<file path="config.mk">
export PLATFORM = sky130hd
export DESIGN_NAME = spi_slave
export DESIGN_NICKNAME = d
export VERILOG_FILES = /design/src/rtl/spi_pkg.sv /design/src/rtl/sync_edge.sv /design/src/rtl/spi_slave.sv
export SDC_FILE = /design/constraint.sdc
export NUM_CORES = 1
export LEC_CHECK = 0
export CAP_MARGIN = 25
export CORE_UTILIZATION = 48
export CTS_CLUSTER_DIAMETER = 200
export CTS_CLUSTER_SIZE = 30
export DETAILED_ROUTE_END_ITERATION = 10
export HOLD_SLACK_MARGIN = 0.05
export PLACE_DENSITY = 0.8
export SETUP_SLACK_MARGIN = 0.05
export SLEW_MARGIN = 10
export SYNTH_ARGS = -nofsm -noshare
export SYNTH_HDL_FRONTEND = slang
export SYNTH_SLANG_ARGS = --single-unit
</file>
<file path="constraint.sdc">
create_clock -name clk_i -period 1.9 [get_ports clk_i]
set_clock_uncertainty 0.2 [all_clocks]
set_input_delay 0.38 -clock clk_i [delete_from_list [all_inputs] [get_ports clk_i]]
set_output_delay 0.38 -clock clk_i [all_outputs]
set_load 0.1 [all_outputs]
</file>
<file path="src/rtl/spi_pkg.sv">
// Purpose: shared constants and types for the SPI mode-0 responder (and its master).
// Contents: FSM state enum, default frame width / idle word, SPI mode constants.
// No ports; imported by spi_slave.
package spi_pkg;

  // Clock polarity / phase shared with the master: SCK idles low, sample on rising edge.
  localparam logic SPI_CPOL = 1'b0;
  localparam logic SPI_CPHA = 1'b0;

  localparam int SPI_DATA_WIDTH = 8;

  // Word driven on MISO when local logic has nothing queued.
  localparam logic [SPI_DATA_WIDTH-1:0] SPI_IDLE_WORD = '1;

  typedef enum logic {
    SPI_IDLE   = 1'b0,
    SPI_ACTIVE = 1'b1
  } spi_state_e;

endpackage

</file>
<file path="src/rtl/sync_edge.sv">
// Purpose: N-stage synchroniser for an asynchronous input, with registered level and
//          single-cycle registered rise/fall pulses.
// Ports: clk_i, rst_i (async, active-high), d_i (async in), q_o (sync level), rise_o, fall_o.
// Latency: d_i change appears on q_o, rise_o and fall_o STAGES+1 clk_i cycles later.
module sync_edge #(
  parameter int   STAGES    = 2,
  parameter logic RESET_VAL = 1'b0
) (
  input  logic clk_i,
  input  logic rst_i,
  input  logic d_i,
  output logic q_o,
  output logic rise_o,
  output logic fall_o
);

  logic [STAGES-1:0] sync_q;
  logic              q_q;
  logic              rise_q;
  logic              fall_q;

  always_ff @(posedge clk_i or posedge rst_i) begin
    if (rst_i) begin
      sync_q <= {STAGES{RESET_VAL}};
      q_q    <= RESET_VAL;
      rise_q <= 1'b0;
      fall_q <= 1'b0;
    end else begin
      sync_q <= {sync_q[STAGES-2:0], d_i};
      q_q    <= sync_q[STAGES-1];
      // Pulses are registered so they line up with the q_q update.
      rise_q <= sync_q[STAGES-1] & ~q_q;
      fall_q <= ~sync_q[STAGES-1] & q_q;
    end
  end

  assign q_o    = q_q;
  assign rise_o = rise_q;
  assign fall_o = fall_q;

endmodule

</file>
<file path="src/rtl/spi_slave.sv">
// Purpose: SPI mode-0 target; oversamples SCK/SS/MOSI in clk_i, shifts words MSB first.
// Ports: spi_ss_i/spi_sck_i/spi_mosi_i async SPI inputs, spi_miso_o/spi_miso_oe_o out;
//        tx_data_i/tx_valid_i/tx_ready_o load a one-word holding register;
//        rx_data_o/rx_valid_o deliver received words; tx_underrun_o, busy_o status.
module spi_slave
  import spi_pkg::*;
#(
  parameter int                    DATA_WIDTH  = SPI_DATA_WIDTH,
  parameter int                    SYNC_STAGES = 2,
  parameter logic [DATA_WIDTH-1:0] IDLE_WORD   = {DATA_WIDTH{1'b1}}
) (
  input  logic                  clk_i,
  input  logic                  rst_i,
  input  logic                  spi_ss_i,
  input  logic                  spi_sck_i,
  input  logic                  spi_mosi_i,
  output logic                  spi_miso_o,
  output logic                  spi_miso_oe_o,
  input  logic [DATA_WIDTH-1:0] tx_data_i,
  input  logic                  tx_valid_i,
  output logic                  tx_ready_o,
  output logic [DATA_WIDTH-1:0] rx_data_o,
  output logic                  rx_valid_o,
  output logic                  tx_underrun_o,
  output logic                  busy_o
);

  localparam int CNT_W = $clog2(DATA_WIDTH + 1);

  logic ss_sync, ss_rise, ss_fall;
  logic sck_sync, sck_rise, sck_fall;
  logic mosi_s;

  sync_edge #(.STAGES(SYNC_STAGES), .RESET_VAL(1'b1)) u_ss_sync (
    .clk_i (clk_i),
    .rst_i (rst_i),
    .d_i   (spi_ss_i),
    .q_o   (ss_sync),
    .rise_o(ss_rise),
    .fall_o(ss_fall)
  );

  sync_edge #(.STAGES(SYNC_STAGES), .RESET_VAL(SPI_CPOL)) u_sck_sync (
    .clk_i (clk_i),
    .rst_i (rst_i),
    .d_i   (spi_sck_i),
    .q_o   (sck_sync),
    .rise_o(sck_rise),
    .fall_o(sck_fall)
  );

  // MOSI gets the same depth as the SCK level path (sync chain + edge register),
  // so the bit seen alongside sck_rise is the one present at the SCK edge.
  logic [SYNC_STAGES:0] mosi_sync_q;

  always_ff @(posedge clk_i or posedge rst_i) begin
    if (rst_i) begin
      mosi_sync_q <= '0;
    end else begin
      mosi_sync_q <= {mosi_sync_q[SYNC_STAGES-1:0], spi_mosi_i};
    end
  end

  assign mosi_s = mosi_sync_q[SYNC_STAGES];

  spi_state_e            state_q, state_d;
  logic [DATA_WIDTH-1:0] tx_sr_q, tx_sr_d;
  logic [DATA_WIDTH-1:0] rx_sr_q, rx_sr_d;
  logic [DATA_WIDTH-1:0] rx_data_q, rx_data_d;
  logic [DATA_WIDTH-1:0] hold_q, hold_d;
  logic                  hold_full_q, hold_full_d;
  logic [CNT_W-1:0]      bit_cnt_q, bit_cnt_d;
  logic                  word_done_q, word_done_d;
  logic                  rx_valid_q, rx_valid_d;
  logic                  underrun_q, underrun_d;
  logic                  reload;
  logic [DATA_WIDTH-1:0] rx_next;

  always_ff @(posedge clk_i or posedge rst_i) begin
    if (rst_i) begin
      state_q     <= SPI_IDLE;
      tx_sr_q     <= '1;
      rx_sr_q     <= '0;
      rx_data_q   <= '0;
      hold_q      <= '0;
      hold_full_q <= 1'b0;
      bit_cnt_q   <= '0;
      word_done_q <= 1'b0;
      rx_valid_q  <= 1'b0;
      underrun_q  <= 1'b0;
    end else begin
      state_q     <= state_d;
      tx_sr_q     <= tx_sr_d;
      rx_sr_q     <= rx_sr_d;
      rx_data_q   <= rx_data_d;
      hold_q      <= hold_d;
      hold_full_q <= hold_full_d;
      bit_cnt_q   <= bit_cnt_d;
      word_done_q <= word_done_d;
      rx_valid_q  <= rx_valid_d;
      underrun_q  <= underrun_d;
    end
  end

  always_comb begin
    state_d     = state_q;
    tx_sr_d     = tx_sr_q;
    rx_sr_d     = rx_sr_q;
    rx_data_d   = rx_data_q;
    hold_d      = hold_q;
    hold_full_d = hold_full_q;
    bit_cnt_d   = bit_cnt_q;
    word_done_d = word_done_q;
    rx_valid_d  = 1'b0;
    underrun_d  = 1'b0;
    reload      = 1'b0;
    rx_next     = {rx_sr_q[DATA_WIDTH-2:0], mosi_s};

    if (tx_valid_i && !hold_full_q) begin
      hold_d      = tx_data_i;
      hold_full_d = 1'b1;
    end

    unique case (state_q)
      SPI_IDLE: begin
        if (ss_fall) begin
          state_d     = SPI_ACTIVE;
          reload      = 1'b1;
          bit_cnt_d   = '0;
          word_done_d = 1'b0;
        end
      end
      SPI_ACTIVE: begin
        if (ss_rise) begin
          // Abandon any partial word; the holding register is left untouched.
          state_d     = SPI_IDLE;
          bit_cnt_d   = '0;
          word_done_d = 1'b0;
        end else if (!ss_sync) begin
          if (sck_rise) begin
            rx_sr_d = rx_next;
            if (bit_cnt_q == CNT_W'(DATA_WIDTH - 1)) begin
              rx_data_d   = rx_next;
              rx_valid_d  = 1'b1;
              bit_cnt_d   = '0;
              word_done_d = 1'b1;
            end else begin
              bit_cnt_d = bit_cnt_q + 1'b1;
            end
          end else if (sck_fall) begin
            if (word_done_q) begin
              reload      = 1'b1;
              word_done_d = 1'b0;
            end else begin
              tx_sr_d = {tx_sr_q[DATA_WIDTH-2:0], 1'b1};
            end
          end
        end
      end
      default: state_d = SPI_IDLE;
    endcase

    // Reload looks only at the registered full flag, so a same-cycle write is
    // not bypassed: it stays queued for the next word and this word underruns.
    if (reload) begin
      if (hold_full_q) begin
        tx_sr_d     = hold_q;
        hold_full_d = 1'b0;
      end else begin
        tx_sr_d    = IDLE_WORD;
        underrun_d = 1'b1;
      end
    end
  end

  assign spi_miso_o    = tx_sr_q[DATA_WIDTH-1];
  assign busy_o        = ~ss_sync;
  assign spi_miso_oe_o = ~ss_sync;
  assign tx_ready_o    = ~hold_full_q;
  assign rx_data_o     = rx_data_q;
  assign rx_valid_o    = rx_valid_q;
  assign tx_underrun_o = underrun_q;

endmodule

</file>
# After elaboration in Yosys (flattened, before gate mapping)
# Index checks and enable logic that the tools add are counted.
# op_classes
add_sub_neg	1
eq_ne	10
muxes	40
n_bitwise	11
reduce_logical	9
# op_table
cell	n
8-bit two-way mux	8
1-bit two-way mux	23
4-bit two-way mux	5
4-bit one-hot mux with 2 select lines	1
4-bit AND reduction	2
1-bit inverter	7
2-bit inequality test (second input constant)	3
1-bit one-hot mux with 2 select lines	3
6-bit AND reduction	1
5-bit AND reduction	1
4-bit by 1-bit adder with 4-bit output (second input constant)	1
1-bit bitwise AND	4
4-bit by 3-bit == test with 1-bit output (second input constant)	1
2-bit by 1-bit inequality test with 1-bit output (second input constant)	2
4-bit by 1-bit inequality test with 1-bit output (second input constant)	1
4-bit inequality test (second input constant)	1
2-bit nonzero test	2
3-bit by 1-bit inequality test with 1-bit output (second input constant)	1
3-bit inequality test (second input constant)	1
3-bit AND reduction	1
1-bit logical AND	1
1-bit zero test	1
# word_totals
reg_bits	53
in_bits	14
out_inout_bits	14

# Longest topological paths before layout
# Gate-level depths: netlist (run 1).
# logic_depth
ltp_word	8
ltp_mapped	6
depth_no_buf	5

# Hierarchy
# Synthesis (run 1) repeated with hierarchy kept, for this count alone.
# unflattened
hier_cells	158
area_unflattened_um2	2105.8
# modules_own_cells
mod	instances	cells_per_inst	area_each_um2
spi_slave	1	142	1814.2
sync_edge (u_ss_sync)	1	8	147.6
sync_edge (u_sck_sync)	1	8	143.9

# Worst setup path before layout (run 1)
# No wires, ideal clock.
# synth_path
path_type	reg2reg
start	register hold_full_q
end	register tx_sr_q[6]
setup_ns	0.111
arrival_ns	1.895
required_ns	1.589
path_slack_ns	-0.306
stages_incl_launch_ff	5
synth_period_minus_slack_ns	2.206
path_cell_list	dfrtp_1 -> inv_1 -> clkbuf_1 -> nor3b_1 -> o311ai_0
# synth_via
elab_chain_cells	2
# synth_lines
item	line_no	source
start: declaration	spi_slave.sv:71	logic hold_full_q, hold_full_d;
start signal: assignment	spi_slave.sv:97	hold_full_q <= hold_full_d;
8-bit two-way mux	spi_slave.sv:166	if (hold_full_q) begin
8-bit two-way mux	spi_slave.sv:165	if (reload) begin
end signal: assignment	spi_slave.sv:93	tx_sr_q <= tx_sr_d;
end: declaration	spi_slave.sv:67	logic [DATA_WIDTH-1:0] tx_sr_q, tx_sr_d;
# No other way between the ends.
# A chain may end at the register's enable or synchronous reset.

# Worst setup path in the final report (run 1)
# layout_path
start	register u_ss_sync.q_q (netlist: u_ss_sync.q_o)
end	output spi_miso_oe_o
# layout_via
elab_chain_cells	1
# layout_lines
item	line_no	source
start: declaration	sync_edge.sv:18	logic q_q;
start signal: assignment	sync_edge.sv:30	q_q <= sync_q[STAGES-1];
1-bit inverter (no line)	-	
end: declaration	spi_slave.sv:18	output logic spi_miso_oe_o,
# No other way between the ends.

==> flow_summary.json, run 1 <==
{
  "p_int_mw": 2.06,
  "multi_input_area_sq_um": 716,
  "slew_viol_final": 0,
  "root_buffer": "clkbuf_8",
  "antenna_found_initial": 0,
  "coreArea_sq_mm": 0.00412,
  "finalHoldViolations": 0,
  "reg2regPathDepth": 5,
  "clock_sinks": 53,
  "start_util_pct": 51.1,
  "grt_pass1_wl_um": 6430,
  "routabilityCongestion": 0.749,
  "wl_per_cell_um": 15.7,
  "cts_buffers": 5,
  "syn2layout_area_growth_pct": 28.5,
  "io_buffers": 27,
  "whs_endpoint": "mosi_sync_q[2]",
  "setup_viol": 0,
  "clk_pin_slew_ns": 0.08,
  "p_seq_share_pct": 53.5,
  "viasPerCell": 5.46,
  "first_pass_iters": 4,
  "startpoint_type": "flop",
  "final.setup.worst_slack_ns": 0.0813,
  "track_usage_pct": 19.4,
  "max_freq_mhz": 550,
  "dieArea_sq_mm": 0.00465,
  "drv_cap": 0,
  "hold_path.class": "flop to flop",
  "hpwl_um": 2840,
  "drt_iter0_drc": 69,
  "post-place-ws_ns": -0.0317,
  "worstSetupPathType": "flop to output pin",
  "die_w_um": 68.2,
  "syn-instance-count": 163,
  "fin_nets": 214,
  "rows": 23,
  "drc": 0,
  "synth_seq_cells": 53,
  "hp-start": "mosi_sync_q[1]",
  "drive_gt1_share_pct": 35.5,
  "crit_required_ns": 1.32,
  "max_slew_margin_pct": 70.6,
  "synth.top_cell.area_share_pct": 49.9,
  "routed_wirelength_um": 3910,
  "cp_max_fo": 4,
  "switchingPower_uw": 966,
  "leakagePower_nw": 1.18,
  "seq_area_frac_synth_pct": 63.7,
  "status": "finished clean",
  "synth.distinct_cells": 30,
  "h-tree-depth": 2,
  "min_path_cells": 0,
  "rrSetupSlack_ns": 0.14,
  "r2r-end": "rx_data_o[2]",
  "antenna_left": 0,
  "clk_latency_ns": 0.30,
  "syn_avg_cell_area_sq_um": 12.9,
  "syn_area_sq_mm": 0.00210,
  "via_count": 1366,
  "dieHeight_um": 68.2,
  "grt_overflow": 0,
  "final_cells": 250,
  "pwr-share-comb_pct": 26.8,
  "clock_power_share_pct": 19.6,
  "grt_pass1_vias": 1377,
  "powerDensity_mw_per_mm2": 1120,
  "worst_pin_slew_ns": 0.436,
  "syn_nets": 178,
  "cts_buffer_depth": 2,
  "synth_top_area_cell": "dfrtp_1",
  "rsz0062_at_grt": "true",
  "insertedDiodeCount": 0,
  "tritoncts": "done",
  "r2r-start": "bit_cnt_q[0]",
  "grt_max_degree": 54,
  "dp_cells": 239,
  "ff_latch_area_sq_mm": 0.00134,
  "post-route-min-period_ns": 1.82,
  "fill_cells": 308,
  "io_pins": 28,
  "fin_crit_sh_pct": 95.7,
  "yosys_warnings": 0,
  "cp-end-kind": "output pin",
  "synth_area_leaders": "dfrtp_1 (50%), dfstp_2 (14%), mux2_2 (12%)",
  "peakVddDrop_v": 0.000667,
  "crit_arrival_ns": 1.24,
  "swShare_pct": 31.9
}
==> power by group through the flow <==
stage               registers, mW  logic, mW  clock network (mW)
finish                       1.62      0.813               0.594
global route                 1.66      0.878               0.654
CTS                          1.62      0.819               0.616
detailed placement           1.64      0.792                   0
global placement             1.61      0.741                   0
floorplan                    1.66      0.476                   0
==> per-stage QoR <==
step	power [mW]	TNS [ns]	util, %	hold slack, ns	instance area [sq um]
global placement	2.35	0	63.0	0.135	2590
global route	3.19	0	65.7	0.167	2710
CTS	3.06	0	65.6	0.164	2700
detailed placement	2.43	-0.207	63.0	0.143	2590
finish	3.03	0	65.7	0.160	2710
floorplan	2.14	-0.0510	-	0.131	2110
==> cell usage after synthesis, drive strengths merged <==
| cell type | instances |
|---|---|
| nor3b | 7 |
| nor2 | 13 |
| o31ai | 1 |
| nor3 | 2 |
| dfrtp | 42 |
| clkbuf | 2 |
| o311ai | 6 |
| nor2b | 8 |
| a21o | 1 |
| and2 | 2 |
| nand4 | 1 |
| nand2 | 11 |
| dfstp | 11 |
| o21ai | 13 |
| ha | 1 |
| mux2 | 23 |
| or2 | 1 |
| inv | 4 |
| a32o | 1 |
| nand2b | 2 |
| a31oi | 2 |
| a21oi | 4 |
| buf | 4 |
| o221ai | 1 |
==> cells by family after synthesis <==
group | Yosys count | share of synthesized area, %
muxes | 23 | 12.3
AOI/OAI and AO/OA | 29 | 8.74
and+or+nand+nor | 47 | 12.1
DFF | 53 | 63.7
buffers and inverters | 10 | 2.56
adders and majority gates | 1 | 0.594
==> worst max-delay path, stage by stage, from the launching register on <==
cell and delay (ns):
dfstp_2 0.58, clkinvlp_4 0.16, buf_12 0.20
==> worst max path at each step <==
stage	startpoint	end	slack [ns]
2_1_floorplan	u_ss_sync.q_o	spi_miso_oe_o	-0.05
3_3_place_gp	bit_cnt_q[0]	rx_data_o[7]	0.07
3_5_place_dp	bit_cnt_q[0]	rx_data_o[2]	-0.03
4_1_cts	u_ss_sync.q_o	spi_miso_oe_o	0.07
5_1_grt	u_ss_sync.q_o	tx_sr_q[7]	0.04
6_report	u_ss_sync.q_o	spi_miso_oe_o	0.08
==> layout by cell type (no fill, tap or decap), types with 2 or more instances in the layout <==
cell type / n
nor2_1: 13
clkbuf_8: 5
dfrtp_1: 42
and2_4: 2
mux2_2: 23
nor2b_1: 7
nor3b_1: 6
clkdlybuf4s50_1: 13
o311ai_1: 3
buf_4: 7
clkbuf_1: 2
o21ai_0: 13
dfstp_2: 11
nor3_1: 2
o311ai_0: 3
nand2b_1: 2
a31oi_1: 2
nand2_1: 11
buf_12: 15
a21oi_1: 4
clkinvlp_4: 2
==> state kept, by name, indices dropped and copies added (netlist names), 2 cells and up <==
| name | flops |
|---|---|
| mosi_sync_q | 3 |
| hold_q | 8 |
| bit_cnt_q | 4 |
| tx_sr_q | 8 |
| rx_sr_q | 7 |
| rx_data_o | 8 |
| u_sck_sync.sync_q | 2 |
| u_ss_sync.sync_q | 2 |
==> timing repair <==
action                                  CTS  global route
pin swaps                                 0             1
hold buffers                              0             0
gates resized for setup                   2             4
gates cloned                              0             0
endpoints found under the setup margin   11            14
setup buffers                             3             0
==> final cells by class <==
class | count | area share [%]
Clock buffer | 7 | 2.82
Clock inverter | 1 | 0.185
Inverter | 4 | 0.833
Multi-Input combinational cell | 100 | 26.5
Sequential cell | 53 | 49.5
Tap cell | 50 | 2.31
Timing Repair Buffer | 35 | 17.9
==> routing by layer <==
metal	vias up	global-route usage, %	part of all wire, %
met2	36	30.9	53
met1	685	24.5	41
met4	0	10.4	1.8
met3	6	4.33	4.3
met5	-	0	0
li1	639	-	-
(Power assumes the default switching activity.)
==> run 2: changes to the inputs <==
--- a/config.mk
+++ b/config.mk
@@ -6,13 +6,15 @@
 export NUM_CORES = 1
 export LEC_CHECK = 0
 export CAP_MARGIN = 25
-export CORE_UTILIZATION = 48
-export CTS_CLUSTER_DIAMETER = 200
+export CORE_UTILIZATION = 51
+export CTS_BUF_LIST = sky130_fd_sc_hd__clkbuf_8
+export CTS_CLUSTER_DIAMETER = 30
 export CTS_CLUSTER_SIZE = 30
 export DETAILED_ROUTE_END_ITERATION = 10
 export HOLD_SLACK_MARGIN = 0.05
-export PLACE_DENSITY = 0.8
+export PLACE_DENSITY = 0.84
 export SETUP_SLACK_MARGIN = 0.05
+export SKIP_CTS_REPAIR_TIMING = 1
 export SLEW_MARGIN = 10
 export SYNTH_ARGS = -nofsm -noshare
 export SYNTH_HDL_FRONTEND = slang
==> run 2 against run 1 <==
  * Critical path depth did not move
  * Critical endpoint is now busy_o
  * Via count up 0.59%
  * Sequential power barely moved
  * Largest cell class unchanged
  * Final cell count rose by 0.40%
  * Largest power group unchanged
==> flow_summary.json, run 2 (same netlist as run 1, synthesis figures left out) <==
{
  "dieHeight_um": 66.2,
  "track_usage_pct": 19.3,
  "drt_iter0_drc": 64,
  "whs_endpoint": "mosi_sync_q[2]",
  "fin_area_sq_mm": 0.00276,
  "die_w_um": 66.2,
  "worstSetupPathType": "flop to output pin",
  "grt_busiest_layer": "met2",
  "mostFrequentLayoutCells": "dfrtp_1 (42), mux2_2 (23), buf_12 (15), o21ai_0 (13), clkdlybuf4s50_1 (13)",
  "hold_slack_ns": 0.156,
  "post-route-min-period_ns": 1.84,
  "routabilityCongestion": 0.794,
  "startpoint_type": "flop",
  "grt_max_degree": 54,
  "fill_cells": 251,
  "io_buffers": 27,
  "rows": 22,
  "rsz0062_at_grt": "true",
  "switchingPower_uw": 978,
  "cts_buffer_depth": 2,
  "drc": 0,
  "start_util_pct": 55.4,
  "routed_wirelength_um": 3800,
  "grt_pass1_wl_um": 6100,
  "slew_viol_final": 0,
  "drive_gt1_share_pct": 37.4,
  "finalHoldViolations": 0,
  "path_buf_inv": 2,
  "cp-end-kind": "output pin",
  "slowest_stage": "dfstp_2",
  "coreArea_sq_mm": 0.00380,
  "peakVddDrop_v": 0.000798,
  "grt_util_met2_pct": 30.9,
  "fin_crit_sh_pct": 97.0,
  "insertedDiodeCount": 0,
  "clk_pin_slew_ns": 0.09,
  "met1_usage_pct": 24.2,
  "drv_cap": 0,
  "antenna_found_initial": 0,
  "cts_buffers": 5,
  "critical_path.top_delay_family": "flip-flops",
  "worst_pin_slew_ns": 0.411,
  "grt_overflow": 0,
  "min_path_cells": 0,
  "rrSetupSlack_ns": 0.15,
  "r2r-start": "bit_cnt_q[1]",
  "crit_required_ns": 1.32,
  "cp_cell_sequence": "clkinvlp_4 -> buf_12",
  "grt_pass1_vias": 1359,
  "hold_path.class": "flop to flop",
  "met3_usage_pct": 5.52,
  "cp_slowest_stage_delay_ns": 0.60,
  "clk_latency_ns": 0.30,
  "reg2regPathDepth": 5,
  "syn2layout_area_growth_pct": 31.3,
  "layout_commonest_cell": "dfrtp_1",
  "viasPerCell": 5.47,
  "via_count": 1374,
  "p_int_mw": 2.25,
  "cp_max_fo": 5,
  "wl_per_cell_um": 15.1,
  "first_pass_iters": 4,
  "final_util_pct": 72.8,
  "dieArea_sq_mm": 0.00439,
  "p_seq_share_pct": 50.4,
  "crit_arrival_ns": 1.26,
  "swShare_pct": 30.3,
  "root_buffer": "clkbuf_8",
  "max_slew_margin_pct": 72.6,
  "powerDensity_mw_per_mm2": 1170,
  "setup_viol": 0,
  "r2r-end": "rx_data_o[0]",
  "fin_nets": 217,
  "max_freq_mhz": 543,
  "clock_sinks": 53,
  "hp-start": "mosi_sync_q[1]",
  "leakagePower_nw": 1.21,
  "tritoncts": "done",
  "hpwl_um": 2670,
  "antenna_left": 0,
  "h-tree-depth": 2,
  "total_power_mw": 3.22,
  "pwr-share-comb_pct": 25.6,
  "io_pins": 28,
  "clock_power_share_pct": 24.0,
  "status": "finished clean",
  "postPlaceCellArea_sq_mm": 0.00259
}
==> run 2: cell types whose count changed in the layout (fill, tap and decap cells not counted) <==
cell	previous run	this run
and2_2	0	1
buf_4	7	9
bufinv_16	0	1
clkbuf_1	2	0
clkbuf_8	5	6
clkinv_2	1	0
clkinvlp_4	2	3
ha_1	0	1
ha_2	1	0
nor2_1	13	12
nor2_2	0	1
o311ai_0	3	5
o311ai_1	3	1
==> run 2: worst max-delay path by stage <==
stage                             start       endpoint  slack [ns]  depth (start not counted)
final                     u_ss_sync.q_o         busy_o        0.06                          2
after global routing      u_ss_sync.q_o  spi_miso_oe_o       0.006                          2
after CTS                  bit_cnt_q[0]   rx_data_o[3]       -0.12                          5
after detailed placement   bit_cnt_q[0]   rx_data_o[3]       -0.11                          5
after global placement     bit_cnt_q[0]   rx_data_o[7]        0.07                          5
after floorplan           u_ss_sync.q_o  spi_miso_oe_o       -0.05                          2
==> run 2: power groups by stage <==
stage / sequential, mW / combinational, mW / clock (mW)
5_1_grt: 1.67 / 0.887 / 0.841
4_1_cts: 1.62 / 0.785 / 0.792
2_1_floorplan: 1.66 / 0.476 / 0
3_5_place_dp: 1.64 / 0.785 / 0
6_report: 1.63 / 0.825 / 0.773
3_3_place_gp: 1.61 / 0.739 / 0
==> run 2: layer usage <==
layer	routed length (um)	share of wire (%)	vias up
met2	1950	51	30
met4	108	2.8	0
met1	1630	43	682
met3	111	2.9	13
li1	-	-	649
met5	0	0	-
==> run 2: final cells by class <==
cell class / instances / area, sq um / area share [%]
flip-flops and latches: 53 / 1340 / 48.5
multi-input cells: 101 / 723 / 26.2
repair buffers: 37 / 498 / 18.0
clock buffers: 6 / 82.6 / 2.99
well taps: 48 / 60.1 / 2.17
clock inverters: 2 / 37.5 / 1.36
inverters: 4 / 22.5 / 0.815
==> run 2: metrics by stage <==
stage	cells	setup slack (ns)	TNS [ns]
CTS	245	-0.123	-0.872
global route	251	0.00565	0
finish	251	0.0574	0
detailed placement	237	-0.108	-0.768
global placement	237	0.0655	0
floorplan	163	-0.0510	-0.0510
==> run 3: changes to the inputs <==
--- a/config.mk
+++ b/config.mk
@@ -19,3 +19,4 @@
 export SYNTH_ARGS = -nofsm -noshare
 export SYNTH_HDL_FRONTEND = slang
 export SYNTH_SLANG_ARGS = --single-unit
+export TNS_END_PERCENT = 20
==> run 3 against run 2 <==
  * Final cell count rose by 0.40%
  * Flip-flop and latch count did not move
  * Largest power group unchanged
  * Critical path depth did not move
  * Routed wire length rose by 6.9%
  * Design area rose by 0.45%
  * Power rose by 2.9%
  * Maximum frequency rose by 2.5%
  * Setup slack improved by 0.046 ns
==> flow_summary.json, run 3 (same netlist as run 1, synthesis figures left out) <==
{
  "status": "finished clean",
  "fin_crit_sh_pct": 94.6,
  "clk_pin_slew_ns": 0.10,
  "dp_cells": 238,
  "dieArea_sq_mm": 0.00439,
  "tritoncts": "done",
  "first_pass_iters": 4,
  "drt_iter0_drc": 71,
  "fin_nets": 218,
  "cts_buffer_depth": 2,
  "routed_wirelength_um": 4060,
  "peakVddDrop_v": 0.000857,
  "h-tree-depth": 2,
  "worstSetupPathType": "flop to output pin",
  "grt_max_degree": 21,
  "die_w_um": 66.2,
  "post-route-min-period_ns": 1.80,
  "start_util_pct": 55.4,
  "clk_latency_ns": 0.31,
  "setup_viol": 0,
  "max_slew_margin_pct": 67.2,
  "via_count": 1374,
  "rrSetupSlack_ns": 0.13,
  "layout_commonest_cell": "dfrtp_1",
  "drc": 0,
  "slew_viol_final": 0,
  "r2r-start": "bit_cnt_q[0]",
  "track_usage_pct": 20.8,
  "viasPerCell": 5.45,
  "postPlaceCellArea_sq_mm": 0.00261,
  "insertedDiodeCount": 0,
  "cp_max_fo": 5,
  "cts_buffers": 5,
  "cp_cell_sequence": "inv_1 -> buf_12",
  "finalHoldViolations": 0,
  "rows": 22,
  "root_buffer": "clkbuf_8",
  "antenna_left": 0,
  "leakagePower_nw": 1.23,
  "endpoint": "busy_o",
  "r2r-end": "rx_data_o[0]",
  "mostFrequentLayoutCells": "dfrtp_1 (42), mux2_2 (23), buf_12 (16)",
  "syn2layout_area_growth_pct": 31.9,
  "reg2regPathDepth": 5,
  "drv_cap": 0,
  "fin_area_sq_mm": 0.00278,
  "io_buffers": 27,
  "clock_sinks": 53,
  "grt_pass1_wl_um": 6600,
  "final_cells": 252,
  "hpwl_um": 2830,
  "dieHeight_um": 66.2,
  "cp-end-kind": "output pin",
  "rsz0062_at_grt": "true",
  "grt_pass1_vias": 1405,
  "io_pins": 28,
  "wl_per_cell_um": 16.1,
  "routabilityCongestion": 0.802,
  "hp-start": "mosi_sync_q[1]",
  "critPathLaunch": "u_ss_sync.q_o",
  "max_freq_mhz": 556,
  "drive_gt1_share_pct": 36.8,
  "startpoint_type": "flop",
  "tns_ns": 0,
  "crit_required_ns": 1.32,
  "powerDensity_mw_per_mm2": 1190,
  "final_util_pct": 73.1,
  "worst_pin_slew_ns": 0.490,
  "min_path_cells": 0,
  "coreArea_sq_mm": 0.00380,
  "crit_arrival_ns": 1.22,
  "grt_overflow": 0,
  "hold_path.class": "flop to flop",
  "slowest_stage": "dfstp_2",
  "cp_slowest_stage_delay_ns": 0.59,
  "antenna_found_initial": 0
}
run 3: cell count changes in the layout (fill, tap and decap cells not counted):
cell / delta
inv_8: +1
clkbuf_8: -1
clkinvlp_4: -2
inv_1: +1
nor2_2: -1
clkinv_4: +1
buf_12: +1
nor2_1: +1
buf_4: +1
and2_2: -1
run 3: per-stage QoR:
| stage | worst slack, ns | hold slack (ns) | total power, mW |
|---|---|---|---|
| 3_3_place_gp | 0.0719 | 0.133 | 2.36 |
| 6_report | 0.103 | 0.161 | 3.32 |
| 4_1_cts | -0.0492 | 0.160 | 3.23 |
| 5_1_grt | 0.0376 | 0.168 | 3.46 |
| 2_1_floorplan | -0.0917 | 0.131 | 2.13 |
| 3_5_place_dp | -0.0315 | 0.137 | 2.44 |
run 3: worst min path at each step:
stage | slack (ns) | to
6_report | 0.16 | mosi_sync_q[2]
5_1_grt | 0.17 | u_ss_sync.sync_q[1]
4_1_cts | 0.16 | mosi_sync_q[2]
3_5_place_dp | 0.14 | mosi_sync_q[2]
3_3_place_gp | 0.13 | mosi_sync_q[2]
2_1_floorplan | 0.13 | mosi_sync_q[1]
run 3: cell type report:
class / count / area, sq um
Fill cell: 226 / 1020
Tap cell: 48 / 60.1
Clock buffer: 5 / 68.8
Timing Repair Buffer: 39 / 526
Sequential cell: 53 / 1340
Clock inverter: 3 / 50.0
Inverter: 4 / 18.8
Multi-Input combinational cell: 100 / 713
run 3: metal layers:
metal | up-vias | GRT usage [%] | wire [um]
met3 | 9 | 3.62 | 145
met5 | - | 0 | 0
met4 | 0 | 10.4 | 85
li1 | 649 | - | -
met2 | 45 | 34.4 | 2130
met1 | 671 | 26.3 | 1700
run 3: worst max-delay path: cells and delay by family (launching register included):
family                 cells  cell delay, ns
DFF                        1            0.59
buffers and inverters      2            0.32
run 3: report_power, final:
part | internal (mW) | switching, mW | total (mW)
Combinational | 0.417 | 0.474 | 0.891
Sequential | 1.44 | 0.205 | 1.64
Clock | 0.404 | 0.382 | 0.786
